<file path="src/rtl/ft_uart_pattern_trigger.sv">
// rtl/ft_uart_pattern_trigger.sv - multi-pattern byte-stream matcher snooping the UART TX FIFO write port
module ft_uart_pattern_trigger #(
    parameter int DATA_W  = 8,
    parameter int NUM_PAT = 3,
    parameter int PAT_LEN = 4,
    parameter int LEN_W   = 3,
    parameter int HIT_W   = 8,
    // Byte 0 of each pattern sits in the low bits, so the strings read reversed:
    // pattern 0 = "ABCD", pattern 1 = "EFGH", pattern 2 = "proc".
    parameter logic [NUM_PAT*PAT_LEN*DATA_W-1:0] DEF_PATS = {"corp", "HGFE", "DCBA"}
) (
    input  logic                                      clock,
    input  logic                                      reset_n,
    input  logic [DATA_W-1:0]                         tx_payload,
    input  logic                                      tx_valid,
    input  logic                                      cfg_we,
    input  logic [((NUM_PAT > 1) ? $clog2(NUM_PAT) : 1)-1:0] cfg_pat,
    input  logic [((PAT_LEN > 1) ? $clog2(PAT_LEN) : 1)-1:0] cfg_pos,
    input  logic [DATA_W-1:0]                         cfg_data,
    input  logic                                      len_we,
    input  logic [LEN_W-1:0]                          len_data,
    input  logic                                      clear,
    output logic [NUM_PAT-1:0]                        match_pulse,
    output logic [NUM_PAT-1:0]                        match_sticky,
    output logic [NUM_PAT*HIT_W-1:0]                  hit_count
);

    localparam int CNT_W = (PAT_LEN > 1) ? $clog2(PAT_LEN) : 1;

    logic [DATA_W-1:0]  patMem [NUM_PAT][PAT_LEN];
    logic [LEN_W-1:0]   lenMem [NUM_PAT];
    logic [CNT_W-1:0]   cnt    [NUM_PAT];
    logic [CNT_W-1:0]   cntNext[NUM_PAT];
    logic [HIT_W-1:0]   hitCnt [NUM_PAT];
    logic [NUM_PAT-1:0] hitNow;
    logic [NUM_PAT-1:0] pulseReg;
    logic [NUM_PAT-1:0] stickyReg;

    logic [31:0] cfgPatExt;
    logic [31:0] cfgPosExt;
    logic        cfgPatOk;
    logic        patWrite;
    logic        lenWrite;

    assign cfgPatExt = 32'(cfg_pat);
    assign cfgPosExt = 32'(cfg_pos);
    assign cfgPatOk  = cfgPatExt < NUM_PAT;
    assign patWrite  = cfg_we && cfgPatOk && (cfgPosExt < PAT_LEN);
    assign lenWrite  = len_we && cfgPatOk;

    // Per-pattern progress update; a config write to a pattern resets it and kills any match that edge.
    always_comb begin
        hitNow = '0;
        for (int p = 0; p < NUM_PAT; p++) begin
            cntNext[p] = cnt[p];
        end
        for (int p = 0; p < NUM_PAT; p++) begin
            if ((lenMem[p] == '0) || (32'(lenMem[p]) > PAT_LEN)) begin
                cntNext[p] = '0;
            end else if (tx_valid) begin
                if (tx_payload == patMem[p][cnt[p]]) begin
                    if (32'(cnt[p]) + 32'd1 == 32'(lenMem[p])) begin
                        hitNow[p]  = 1'b1;
                        cntNext[p] = '0;
                    end else begin
                        cntNext[p] = cnt[p] + 1'b1;
                    end
                end else if (tx_payload == patMem[p][0]) begin
                    // Mismatch on a byte that starts the pattern: restart at position 1, no deeper overlap search.
                    if (lenMem[p] == LEN_W'(1)) begin
                        hitNow[p]  = 1'b1;
                        cntNext[p] = '0;
                    end else begin
                        cntNext[p] = CNT_W'(1);
                    end
                end else begin
                    cntNext[p] = '0;
                end
            end
            if ((patWrite || lenWrite) && (cfgPatExt == p)) begin
                cntNext[p] = '0;
                hitNow[p]  = 1'b0;
            end
        end
    end

    // Pattern and length storage, reloaded from defaults on reset.
    always_ff @(posedge clock) begin
        if (!reset_n) begin
            for (int p = 0; p < NUM_PAT; p++) begin
                for (int k = 0; k < PAT_LEN; k++) begin
                    patMem[p][k] <= DEF_PATS[(p*PAT_LEN+k)*DATA_W +: DATA_W];
                end
                lenMem[p] <= LEN_W'(PAT_LEN);
            end
        end else begin
            if (patWrite) begin
                patMem[cfg_pat][cfg_pos] <= cfg_data;
            end
            if (lenWrite) begin
                lenMem[cfg_pat] <= len_data;
            end
        end
    end

    // Match state: progress counters, pulse, sticky flags (set beats clear) and saturating hit counters.
    always_ff @(posedge clock) begin
        if (!reset_n) begin
            pulseReg  <= '0;
            stickyReg <= '0;
            for (int p = 0; p < NUM_PAT; p++) begin
                cnt[p]    <= '0;
                hitCnt[p] <= '0;
            end
        end else begin
            pulseReg <= hitNow;
            for (int p = 0; p < NUM_PAT; p++) begin
                cnt[p] <= cntNext[p];
                if (hitNow[p]) begin
                    stickyReg[p] <= 1'b1;
                end else if (clear) begin
                    stickyReg[p] <= 1'b0;
                end
                if (hitNow[p] && (hitCnt[p] != {HIT_W{1'b1}})) begin
                    hitCnt[p] <= hitCnt[p] + 1'b1;
                end
            end
        end
    end

    assign match_pulse  = pulseReg;
    assign match_sticky = stickyReg;

    // Flatten the per-pattern counters onto the output bus.
    always_comb begin
        hit_count = '0;
        for (int p = 0; p < NUM_PAT; p++) begin
            hit_count[p*HIT_W +: HIT_W] = hitCnt[p];
        end
    end

endmodule

</file>
<file path="config.mk">
export PLATFORM = sky130hd
export DESIGN_NAME = ft_uart_pattern_trigger
export DESIGN_NICKNAME = d
export VERILOG_FILES = /design/src/rtl/ft_uart_pattern_trigger.sv
export SDC_FILE = /design/constraint.sdc
export NUM_CORES = 1
export LEC_CHECK = 0
export ABC_AREA = 0
export CORE_MARGIN = 3
export CORE_UTILIZATION = 60
export DETAILED_ROUTE_END_ITERATION = 10
export PLACE_DENSITY = 0.82
export SETUP_SLACK_MARGIN = 0.3
export SYNTH_ARGS = -nofsm -noshare
export SYNTH_HDL_FRONTEND = slang
export SYNTH_SLANG_ARGS = --single-unit
</file>
<file path="constraint.sdc">
create_clock -name clock -period 5.5 [get_ports clock]
set_input_delay 1.375 -clock clock [delete_from_list [all_inputs] [get_ports clock]]
set_output_delay 1.375 -clock clock [all_outputs]
set_load 0.005 [all_outputs]
</file>
==> reports/metrics.csv, run 1 <==
stage;metric;value;unit
outcome;outcome;completed;
global_route;Total GRT Usage;25.1;%
cts;Num CTS Buffers;17;
power;Comb power frac;8.8;%
sta;Clock Skews;20.0;ps
global_route;initial antenna violation count;0;
cts;hold-fix buffers at CTS;0;
power;Leak;2.83;nW
drt;Via Count;4553;
floorplan;area of the core;11600;um2
power;sw power;0.574;mW
drt;Routed WL;15.8;mm
power;Seq pwr share;50.3;%
layout;most frequent cells in the layout;129 x edfxtp_1, 60 x xnor2_1, 59 x and2_1, 58 x clkdlybuf4s50_1, 26 x nand2b_1;
job;Max Cap Viol;0;
layout;nets@finish;637;
placement;DP HPWL;11.5;mm
floorplan;initial core utilization;62.4;%
critical_path;Critical Path Sink Type;register;
cts;CTS resizes;0;
sta;slew margin rel.;33.8;%
global_route;number of global-route vias before repair;4678;
global_route;largest net degree at the start of global routing;26;
power;peak supply drop;0.226;mV
layout;commonest non-fill, non-tap cell in the layout;edfxtp_1;
drt;initial DRC count;354;
sta;crit path time final;3820;ps
power;Internal;1.95;mW
sta;RSZ-0062 raised after global routing;false;
sta;pins over their slew limit;0;
critical_path;arrival time worst endpoint;3880;ps
power;Switching Share;22.8;%
cts;clk buf depth;2;
layout;area grow syn2layout;15.9;%
min_path;Hold WC Path Type;reg2reg;
sta;Period Utilization, post-route;69.4;%
critical_path;WP data required;5560;ps
power;Power Density;300;nW/um2
critical_path;Worst Setup Start Kind;primary input;
critical_path;critical path peak fanout;14;
drt;vias per std cell;6.01;
cts;Reg clk slew, reported paths;50;ps
critical_path;WS Path Type;in2reg;
cts;Root Driver;clkbuf_16;
placement;GP Congestion;0.920;
floorplan;Chip Width;116;um
global_route;grt total ovfl;0;
cts;Post-CTS Setup Bufs;0;
drt;DRT antenna net count;0;
sta;Setup WS post-layout;1680;ps
cts;CTS tree;built;
sta;Setup TNS;0;ps
power;clock network power share;40.9;%
sta;Hold Vio Cnt, Final;0;
placement;worst slack, placed;1240;ps
cts;clock latency on the worst-skew pair;430;ps
yosys;Netlist cell types;47;
yosys;Mapped Nets;578;
sta;fmax;262;MHz
yosys;warnings from Yosys;0;
yosys;Mapped Area;7250;um2
floorplan;Die ar.;13400;um2
floorplan;Die Y;116;um
yosys;sequential cell area fraction in the yosys report;56.7;%
global_route;first-pass GRT wire length;24.9;mm
cts;H-tree Lvls;4;
yosys;Mean Syn Cell Area;13.4;um2
floorplan;row count;39;
yosys;#FFs+latches synth;141;
drt;drc violations;0;
layout;layout cells sized above 1;16.0;%
layout;ant diodes;0;
placement;I/O Buffers;58;
sta;count of final setup violators;0;
sta;Worst-Margin Slew;986;ps
cts;CTS sink cnt;141;
floorplan;io pins;59;
layout;Fillers;767;
drt;wire length per cell;20.8;um
drt;total iterations of the first detailed-routing run;5;
yosys;Mapped Cells;543;
-- critical path, stage by stage --
cell             delay (ps)
clkdlybuf4s50_1         570
nand2_1                  90
or3_1                   510
nor3_1                  830
nand2b_1                490
-- cells in the mapped netlist, drive strengths merged --
cell	number	share of area [%]
nor3	10	0.98
a21oi	4	0.28
nand3	14	1.0
or4b	2	0.28
nor3b	1	0.10
ha	6	1.0
nand4b	2	0.24
clkbuf	15	1.1
and4	2	0.28
a222oi	1	0.14
mux2	2	0.36
nor2	46	3.1
xor2	17	2.1
a22oi	1	0.10
nand4	13	1.2
or2	1	0.086
o211a	1	0.14
or3	17	1.5
a21o	3	0.31
o21ai	12	0.88
a311oi	2	0.24
and2	59	5.1
a211oi	2	0.28
inv	1	0.052
dfxtp	12	3.3
buf	14	2.0
nand2	22	1.1
nor2b	7	0.60
and3	13	1.2
edfxtp	129	53
mux4	24	7.7
nor4b	1	0.12
nand2b	26	2.2
xnor2	61	7.5
-- stage by stage --
step                      utilization [%]  cells  hold slack, ps  total power, mW  cell area [um2]
after detailed placement             67.8    726             460             1.51             7870
after global placement               67.8    726             434             1.50             7870
after CTS                            72.4    757             473             2.53             8400
final                                72.4    757             467             2.52             8400
after floorplan                         -    543             451             1.42             7250
after global routing                 72.4    757             495             2.60             8400
-- metal layers --
layer,part of all wire [%],up-vias,global-route usage [%]
met5,0,-,0
li1,-,2084,-
met2,51,209,42.6
met4,2.1,0,9.20
met3,8.1,24,6.58
met1,39,2236,31.3
-- sequential cells by signal, indices dropped and copies added (netlist names) --
register / count
patMem: 96
hitCnt: 24
cnt: 6
match_pulse: 3
lenMem: 9
match_sticky: 3
-- power groups by stage --
stage	registers [mW]	logic, mW	clock network (mW)
2_1_floorplan	1.27	0.148	0
3_3_place_gp	1.28	0.215	0
3_5_place_dp	1.29	0.220	0
4_1_cts	1.27	0.223	1.04
5_1_grt	1.27	0.239	1.09
6_report	1.27	0.222	1.03
-- logic make-up after synthesis --
kind of cell	count (synthesis)	synth area share [%]
adder cells (fa/ha/maj)	6	1.04
flip-flops	141	56.7
multiplexers	26	8.02
AND/OR/NAND/NOR	236	19.2
XOR/XNOR	78	9.53
AO/OA/AOI/OAI	26	2.36
buffers and inverters	30	3.11
-- final timing paths --
kind	from	endpoint	slack [ps]	cells after the start
max	cfg_we	patMem[0][25]	1680	5
min reg2reg	match_sticky[1]	match_sticky[1]	470	1
min	match_sticky[1]	match_sticky[1]	470	1
max reg2reg	cnt[0][4]	hitCnt[0][17]	2080	8
-- cell type report --
cell class / count / area (um2) / area share (%)
sequential: 141 / 4110 / 49.0
multi-input combinational: 372 / 2910 / 34.6
timing repair buffer: 69 / 663 / 7.89
clock buffer: 18 / 429 / 5.11
tap: 143 / 179 / 2.13
clock inverter: 13 / 103 / 1.22
inverter: 1 / 3.75 / 0.0447
Note: power is estimated with default switching activity, not from simulation.
==> run 2, diff against run 1 <==
--- a/config.mk
+++ b/config.mk
@@ -7,9 +7,9 @@
 export LEC_CHECK = 0
 export ABC_AREA = 0
 export CORE_MARGIN = 3
-export CORE_UTILIZATION = 60
+export CORE_UTILIZATION = 59
 export DETAILED_ROUTE_END_ITERATION = 10
-export PLACE_DENSITY = 0.82
+export PLACE_DENSITY = 0.81
 export SETUP_SLACK_MARGIN = 0.3
 export SYNTH_ARGS = -nofsm -noshare
 export SYNTH_HDL_FRONTEND = slang
==> constraint.sdc (replaced) <==
create_clock -name clock -period 3.75 [get_ports clock]
set_input_delay 0.9375 -clock clock [delete_from_list [all_inputs] [get_ports clock]]
set_output_delay 0.9375 -clock clock [all_outputs]
set_load 0.005 [all_outputs]
==> run 2 against run 1 <==
Final area up 2.0%. Flip-flop and latch count did not move. Sequential share of layout area fell by 0.94 points. Worst hold slack lost 11 ps. Final cell count up 2.8%. Critical path depth is 3 higher. First-iteration DRC count is 50% higher. Utilization up 0.84 points. Clock power rose by 48%. Highest routed layer unchanged.
==> reports/metrics.csv, run 2 (same netlist as run 1, synthesis figures left out) <==
stage;metric;value;unit;change
outcome;outcome;completed;;
global_route;first-pass GRT wire length;26.0;mm;+4.4%
drt;drc violations;0;;unchanged
critical_path;arrival time worst endpoint;3310;ps;-570 ps
floorplan;io pins;59;;unchanged
sta;count of final setup violators;0;;unchanged
cts;clock latency on the worst-skew pair;420;ps;about the same
sta;Setup TNS;0;ps;unchanged
drt;vias per std cell;6.13;;+1.9%
cts;clk buf depth;2;;unchanged
critical_path;Worst Setup Start Kind;register;;
sta;RSZ-0062 raised after global routing;false;;
layout;Regs by FF count;patMem: 96 flops, hitCnt: 24 flops, lenMem: 9 flops;;
global_route;Total GRT Usage;25.9;%;+0.79 points
layout;largest register by flop count;patMem;;
power;peak supply drop;0.294;mV;+30%
critical_path;CP cell instances;mux4_1 -> xnor2_1 -> nand4_1 -> nor2_2 -> mux2_2 -> a222oi_1 -> buf_12 -> nor2b_1;;
critical_path;Worst path max stage delay;660;ps;-170 ps
drt;Via Count;4766;;+4.7%
sta;slew margin rel.;53.5;%;+20 points
sta;crit path time final;3150;ps;
placement;GP Congestion;0.911;;-0.93%
drt;Routed WL;16.4;mm;+4.1%
cts;H-tree Lvls;4;;unchanged
layout;layout cells sized above 1;18.6;%;+2.6 points
power;total power;3.72;mW;+48%
global_route;largest net degree at the start of global routing;25;;-3.8%
drt;total iterations of the first detailed-routing run;5;;unchanged
layout;area grow syn2layout;18.2;%;
floorplan;area of the core;11700;um2;+0.84%
sta;Hold Vio Cnt, Final;0;;unchanged
cts;Root Driver;clkbuf_16;;
floorplan;Die Y;117;um;+0.80%
min_path;Hold WC Path Type;reg2reg;;
global_route;number of global-route vias before repair;4793;;+2.5%
global_route;initial antenna violation count;0;;unchanged
layout;commonest non-fill, non-tap cell in the layout;edfxtp_1;;
sta;Period Utilization, post-route;83.9;%;
cts;Reg clk slew, reported paths;60;ps;about the same
drt;wire length per cell;21.1;um;+1.3%
layout;most frequent cells in the layout;129 x edfxtp_1, 60 x xnor2_1, 59 x and2_1, 58 x clkdlybuf4s50_1, 30 x buf_4;;
critical_path;Worst path slowest cell;mux4_1;;
critical_path;WS Path Type;reg2reg;;
floorplan;Chip Width;117;um;+0.80%
sta;fmax;318;MHz;
floorplan;row count;39;;unchanged
critical_path;WP data required;3920;ps;-1640 ps
layout;ant diodes;0;;unchanged
power;Power Density;434;nW/um2;+45%
critical_path;Critical Path Sink Type;register;;
job;Max Cap Viol;0;;unchanged
cts;CTS tree;built;;
cts;Num CTS Buffers;17;;unchanged
placement;I/O Buffers;58;;unchanged
drt;DRT antenna net count;0;;unchanged
layout;nets@finish;657;;+3.1%
layout;Fillers;793;;+3.4%
power;Leak;2.92;nW;+3.5%
sta;Clock Skews;9.70;ps;-10.3 ps
critical_path;critical path peak fanout;24;;+10
cts;CTS sink cnt;141;;unchanged
placement;DP HPWL;11.9;mm;+4.1%
layout;Largest register FFs;96;;unchanged
floorplan;initial core utilization;61.9;%;-0.52 points
floorplan;Die ar.;13700;um2;+1.6%
drt;initial DRC count;532;;+50%
cts;Post-CTS Setup Bufs;0;;unchanged
sta;pins over their slew limit;0;;unchanged
global_route;grt total ovfl;0;;unchanged
sta;Worst-Margin Slew;696;ps;-290 ps
## run 2: changes by cell type in the layout (fill, tap and decap cells not counted)
| cell | previous run | this run |
|---|---|---|
| buf_12 | 0 | 1 |
| clkbuf_1 | 1 | 4 |
| clkinv_4 | 2 | 1 |
| buf_4 | 11 | 30 |
| dfxtp_2 | 0 | 2 |
| dfxtp_1 | 12 | 10 |
| clkinvlp_4 | 3 | 4 |
| inv_6 | 0 | 1 |
| clkinv_2 | 5 | 2 |
## run 2: layout make-up
class	instances	area [um2]	share of cell area, %
Multi-Input combinational cell	372	2910	34.0
Timing Repair Buffer	89	826	9.63
Clock buffer	21	440	5.14
Inverter	1	3.75	0.0438
Sequential cell	141	4120	48.0
Clock inverter	11	95.1	1.11
Tap cell	143	179	2.09
## run 2: worst paths after layout
| kind | startpoint | to | cells past startpoint | slack [ps] |
|---|---|---|---|---|
| min reg2reg | match_sticky[2] | match_sticky[2] | 1 | 460 |
| max | cnt[0][4] | hitCnt[0][1] | 8 | 600 |
| min | match_sticky[2] | match_sticky[2] | 1 | 460 |
| max reg2reg | cnt[0][4] | hitCnt[0][1] | 8 | 600 |
## run 2: what timing repair did
action / 4_1_cts / 5_1_grt
endpoints found under the setup margin: 0 / 15
hold buffers: 0 / 0
gates resized for setup: 0 / 2
## run 2: worst max-delay path: cells and delay by family, from the launching register on
kind                   cells  cell delay, ps
multiplexers               2            1050
flip-flops                 1             530
AO/OA/AOI/OAI              1             450
AND/OR/NAND/NOR            3             400
buffers and inverters      1             260
XOR/XNOR                   1             190
## run 2: layer usage
metal | track usage, % | routed length [um]
met2 | 43.4 | 8210
met5 | 0 | 0
met4 | 11.2 | 482
met3 | 5.60 | 1320
met1 | 32.8 | 6400
## run 2: power breakdown
part / internal, mW / leakage, nW / total [mW] / switching (mW)
Clock: 0.905 / 0.249 / 1.52 / 0.616
Combinational: 0.167 / 1.31 / 0.340 / 0.173
Sequential: 1.80 / 1.37 / 1.86 / 0.0580
Total: 2.88 / 2.92 / 3.72 / 0.847
## run 2: through the flow
step	util, %	hold WS [ps]	std cells	cell area, um2	setup WS, ps
final	73.2	456	778	8570	605
after global routing	73.2	471	778	8570	446
after CTS	73.2	458	778	8570	401
after detailed placement	68.6	445	746	8030	246
after global placement	68.6	433	746	8030	305
after floorplan	-	451	543	7250	667
==> run 3, diff against run 2 <==
==> constraint.sdc (replaced) <==
create_clock -name clock -period 3.2 [get_ports clock]
set_input_delay 0.8 -clock clock [delete_from_list [all_inputs] [get_ports clock]]
set_output_delay 0.8 -clock clock [all_outputs]
set_load 0.005 [all_outputs]
==> run 3 against run 2 <==
Final cell count rose by 1.8%. Clock power rose by 26%. Utilization rose by 2.3 points. Final area rose by 3.1%. First-iteration DRC count fell by 21%. Flip-flop and latch count did not move. Global-route usage fell by 0.33 points. Worst hold slack got worse by 2.5 ps. Fmax rose by 8.8%. Sequential power rose by 17%. Non-clock buffer count rose by 14. Critical endpoint unchanged.
==> reports/metrics.csv, run 3 (same netlist as run 1, synthesis figures left out) <==
stage;metric;value;unit;change
critical_path;WS Path Type;reg2reg;;
drt;wire length per cell;21.5;um;+1.7%
power;Comb power frac;9.6;%;+0.5 points
critical_path;WP data required;3380;ps;-540 ps
sta;Hold Vio Cnt, Final;0;;unchanged
drt;Metal-1 WL;6.45;mm;+0.73%
drt;Routed WL;17.0;mm;+3.6%
critical_path;crit path from;cnt[0][2];;
min_path;Hold WC Path Type;reg2reg;;
layout;area grow syn2layout;21.9;%;
layout;multi-input logic area;2980;um2;+2.2%
drt;drc violations;0;;unchanged
placement;DP HPWL;11.9;mm;about the same
power;Internal;3.47;mW;+21%
critical_path;arrival time worst endpoint;3070;ps;-240 ps
global_route;number of global-route vias before repair;4785;;-0.17%
sta;RSZ-0062 raised after global routing;true;;
layout;layout cells sized above 1;23.0;%;+4.4 points
critical_path;critical path peak fanout;12;;-50%
outcome;outcome;completed;;
drt;total iterations of the first detailed-routing run;5;;unchanged
drt;wire length on met2;8.70;mm;+5.9%
critical_path;Critical Path Sink Type;register;;
floorplan;Die ar.;13700;um2;unchanged
global_route;largest net degree at the start of global routing;17;;-32%
power;Switching Share;23.2;%;+0.41 points
drt;DR WL met3;1.18;mm;-10%
floorplan;Chip Width;117;um;unchanged
drt;Via Count;4793;;+0.57%
power;clock network power share;42.3;%;+1.4 points
sta;Setup TNS;0;ps;unchanged
sta;Period Utilization, post-route;90.3;%;+6.5 points
layout;Fillers;757;;-4.5%
drt;max layer used;met4;;
power;Leak;3.10;nW;+6.1%
cts;clock latency on the worst-skew pair;430;ps;about the same
cts;Root Driver;clkbuf_16;;
layout;post-route design area;8840;um2;+3.1%
global_route;first-pass GRT wire length;25.6;mm;-1.4%
global_route;Total GRT Usage;25.6;%;-0.33 points
placement;I/O Buffers;58;;unchanged
floorplan;initial core utilization;61.9;%;unchanged
sta;crit path time final;2890;ps;-254 ps
cts;Reg clk slew, reported paths;60;ps;about the same
sta;pins over their slew limit;0;;unchanged
layout;Regs by FF count;patMem: 96 flops, hitCnt: 24 flops, lenMem: 9 flops;;
power;Power Density;512;nW/um2;+18%
floorplan;io pins;59;;unchanged
placement;GP Congestion;0.903;;-0.89%
power;peak supply drop;0.450;mV;+53%
layout;commonest non-fill, non-tap cell in the layout;edfxtp_1;;
placement;Cell Area, Placed;8120;um2;+1.1%
global_route;grt total ovfl;0;;unchanged
cts;H-tree Lvls;4;;unchanged
cts;CTS sink cnt;141;;unchanged
sta;slew margin rel.;63.9;%;+10 points
power;sw power;1.05;mW;+24%
cts;Num CTS Buffers;17;;unchanged
floorplan;area of the core;11700;um2;unchanged
job;Max Cap Viol;0;;unchanged
cts;hold-fix buffers at CTS;0;;unchanged
sta;fmax;346;MHz;+8.8%
cts;clk buf depth;2;;unchanged
layout;largest register by flop count;patMem;;
drt;vias per std cell;6.05;;-1.2%
power;Seq pwr share;48.1;%;-1.9 points
critical_path;Critical R2R Launch;cnt[0][2];;
sta;count of final setup violators;0;;unchanged
drt;initial DRC count;419;;-21%
layout;most frequent cells in the layout;129 x edfxtp_1, 59 x and2_1, 55 x clkdlybuf4s50_1, 51 x xnor2_1, 40 x buf_4;;
cts;CTS tree;built;;
layout;Reg area;4120;um2;+0.18%
floorplan;Die Y;117;um;unchanged
sta;Clock Skews;9.62;ps;-0.0802 ps
critical_path;Worst Setup Start Kind;register;;
floorplan;row count;39;;unchanged
layout;Largest register FFs;96;;unchanged
sta;Worst-Margin Slew;540;ps;-156 ps
drt;DRT antenna net count;0;;unchanged
layout;ant diodes;0;;unchanged
layout;nets@finish;671;;+2.1%
global_route;initial antenna violation count;0;;unchanged
min_path;critical hold path startpoint;match_sticky[2];;
[run 3: changes by cell type in the layout (fill, tap and decap cells not counted), sizes merged]
cell,previous run,this run
buf,31,45
clkdlybuf4s50,58,55
dlymetal6s2s,0,3
clkbuf,21,19
clkinv,5,3
inv,2,4
bufinv,1,2
clkinvlp,4,5
[run 3: path summary, 6_finish.rpt]
kind,to,slack (ps),cells after the start
max,hitCnt[0][1],310,10
min,match_sticky[2],450,1
max reg2reg,hitCnt[0][1],310,10
min reg2reg,match_sticky[2],450,1
[run 3: what timing repair did]
action / CTS / global route
pin swaps: 0 / 2
setup endpoints to repair: 21 / 21
buffers inserted: 0 / 6
gates resized for setup: 2 / 17
[run 3: area by class of cell]
class	instances	share of cell area, %
Clock buffer	19	4.90
Clock inverter	13	1.60
Inverter	1	0.0425
Multi-Input combinational cell	372	33.7
Sequential cell	141	46.7
Tap cell	143	2.02
Timing Repair Buffer	103	11.1
[run 3: critical path, stage by stage (launching register included)]
cell,delay [ps]
dfxtp_4,360
buf_12,130
mux4_2,580
xnor2_2,160
nand4_1,130
nor2_2,190
mux2_4,330
a222oi_1,320
buf_4,220
buf_12,150
nor2b_1,50
[run 3: stage by stage]
| stage | std cells | setup WS [ps] | total power, mW | hold WS (ps) | utilization, % |
|---|---|---|---|---|---|
| 4_1_cts | 786 | 311 | 4.51 | 453 | 74.3 |
| 5_1_grt | 792 | 215 | 4.65 | 464 | 75.5 |
| 6_report | 792 | 309 | 4.52 | 453 | 75.5 |
| 2_1_floorplan | 543 | 250 | 2.44 | 451 | - |
| 3_3_place_gp | 754 | 22.9 | 2.60 | 434 | 69.3 |
| 3_5_place_dp | 754 | -30.0 | 2.62 | 440 | 69.3 |
[run 3: per-layer routing]
layer	vias to the layer above	GRT usage, %
li1	2156	-
met1	2371	31.8
met2	218	42.3
met3	48	6.02
met4	0	12.8
met5	-	0
[run 3: power groups by stage]
stage / Combinational, mW / Clock [mW] / Sequential (mW)
global route: 0.463 / 2.01 / 2.18
CTS: 0.408 / 1.92 / 2.18
floorplan: 0.258 / 0 / 2.19
finish: 0.434 / 1.91 / 2.17
global placement: 0.396 / 0 / 2.21
detailed placement: 0.405 / 0 / 2.21
==> variant (config.mk and constraints of run 2) <==
Change the parameter `NUM_PAT` from 3 to 6.
--- a/src/rtl/ft_uart_pattern_trigger.sv
+++ b/src/rtl/ft_uart_pattern_trigger.sv
@@ -2,5 +2,5 @@
 module ft_uart_pattern_trigger #(
     parameter int DATA_W  = 8,
-    parameter int NUM_PAT = 3,
+    parameter int NUM_PAT = 6,
     parameter int PAT_LEN = 4,
     parameter int LEN_W   = 3,
Ports: changed (resized cfg_pat, hit_count, match_pulse and match_sticky); port bits go from 59 to 90. The function was not compared with the original's and may differ.
==> variant against run 2 <==
Critical path depth down 1. Die area is 92% higher. Clock power increased by 85%. Final area increased by 96%. Clock skew is 0.78 ps lower. Area after synthesis grew 98%. Worst setup slack improved by 82 ps. Synthesized cell count is 110% higher. Worst hold slack improved by 3.7 ps. Total power rose by 89%. Routed wire length is 100% higher. Sequential cell count rose by 141. Cell count rose by 110%. Sequential share of layout area up 0.87 points. Critical endpoint is now hitCnt[0][5]. Largest power group unchanged.
==> variant: results <==
{
  "synth_top_family_by_area": "simple AND/OR/NAND/NOR gates",
  "antenna_cells": 0,
  "cp.arrival_ps": 3310,
  "yosysUniqueCellTypes": 44,
  "clockBufferDepth": 3,
  "leakage_nw": 5.64,
  "grt_first_pass_wirelength_mm": 52.4,
  "use_met3": 0.0342,
  "synthTopCellsByCount": "258 x edfxtp_1, 159 x and2_1, 96 x xnor2_1, 79 x nor2_1, 58 x clkbuf_1",
  "drt-initial-drc-count": 1083,
  "synthXorXnorAreaFrac": 0.0936,
  "synthAdderAreaFrac": 0.0105,
  "dpl.hpwl_mm": 22.6,
  "portBuffers": 89,
  "ys_seq_area_frac": 0.574,
  "grtUsageMet1": 0.363,
  "synthArstFlopShare": 0,
  "place_congestion": 0.882,
  "wl_per_cell_um": 20.5,
  "status": "completed",
  "ir_drop_mv": 0.338,
  "reg.largest.list": "patMem: 192 flops, hitCnt: 48 flops, lenMem: 18 flops",
  "met2_usage": 0.413,
  "syn-num-nets": 1192,
  "synth-compound-area-share": 0.0287,
  "hold_class": "register to register",
  "cp_slowest_cell": "dfxtp_1",
  "drive_gt1_frac": 0.124,
  "slew_headroom": 0.342,
  "root_buffer": "clkbuf_16",
  "cts_buffers": 29,
  "antenna_found_initial": 0,
  "htreeDepth": 1,
  "final_nets": 1307,
  "slowest_delay_ps": 690,
  "synth_edf_count": 258,
  "p_int_mw": 5.49,
  "clk_latency_ps": 540,
  "vias": 9604,
  "grt_max_degree": 44,
  "finalClockSkew_ps": 8.93,
  "grt_usage": 0.254,
  "worstPathMaxFanout": 11,
  "synthMuxAreaShare": 0.0812,
  "grt_pass1_vias": 9409,
  "ys_warn_count": 0,
  "drt_pass1_iterations": 5,
  "yosys-top-cells-area": "edfxtp_1 54%, and2_1 6.9%, mux4_2 6.3%"
}
variant: power by group through the flow:
stage               logic (mW)  clock network, mW  registers (mW)
floorplan                0.319                  0            3.69
global placement         0.541                  0            3.72
detailed placement       0.553                  0            3.73
CTS                      0.558               2.85            3.66
global route             0.604               2.99            3.68
finish                   0.561               2.81            3.67
variant: path summary, 6_finish.rpt:
path,from,to,slack [ps],cells past startpoint
hold / removal,match_sticky[3],match_sticky[3],460,2
setup reg to reg,cnt[0][0],hitCnt[0][5],690,7
setup / recovery,cnt[0][0],hitCnt[0][5],690,7
hold reg to reg,match_sticky[3],match_sticky[3],460,2
variant: logic make-up (layout without fill, tap and decap cells):
kind of cell,Yosys count,count (layout)
AOI/OAI and AO/OA,73,73
xor gates and xnor gates,153,153
adders and majority gates,12,12
buffers and inverters,86,223
DFF,282,282
muxes,53,53
and+or+nand+nor,491,491
variant: final cells by class:
class / count / area, sq um
clock buffers: 39 / 783
inverters: 13 / 48.8
clock inverters: 14 / 148
multi-input cells: 782 / 5760
well taps: 319 / 399
flip-flops and latches: 282 / 8230
fillers: 1596 / 6850
repair buffers: 157 / 1460
variant: through the flow:
| step | util | setup WS (ps) | cell area, sq um | hold slack, ps | cells |
|---|---|---|---|---|---|
| finish | 0.711 | 687 | 16800 | 459 | 1606 |
| global route | 0.711 | 466 | 16800 | 486 | 1606 |
| CTS | 0.711 | 683 | 16800 | 469 | 1606 |
| detailed placement | 0.671 | 239 | 15900 | 455 | 1553 |
| global placement | 0.671 | 319 | 15900 | 435 | 1553 |
| floorplan | - | 342 | 14300 | 449 | 1150 |
variant: critical path, delay by kind of cell, from the launching register on:
family	cells	cell delay, ps
and+or+nand+nor	2	390
DFF	1	690
xor gates and xnor gates	1	210
muxes	2	1070
AOI/OAI and AO/OA	1	200
buffers and inverters	1	200
variant: layer usage:
| layer | part of all wire | up-vias |
|---|---|---|
| li1 | - | 4404 |
| met1 | 0.42 | 4712 |
| met2 | 0.48 | 423 |
| met3 | 0.076 | 65 |
| met4 | 0.024 | 0 |
| met5 | 0 | - |
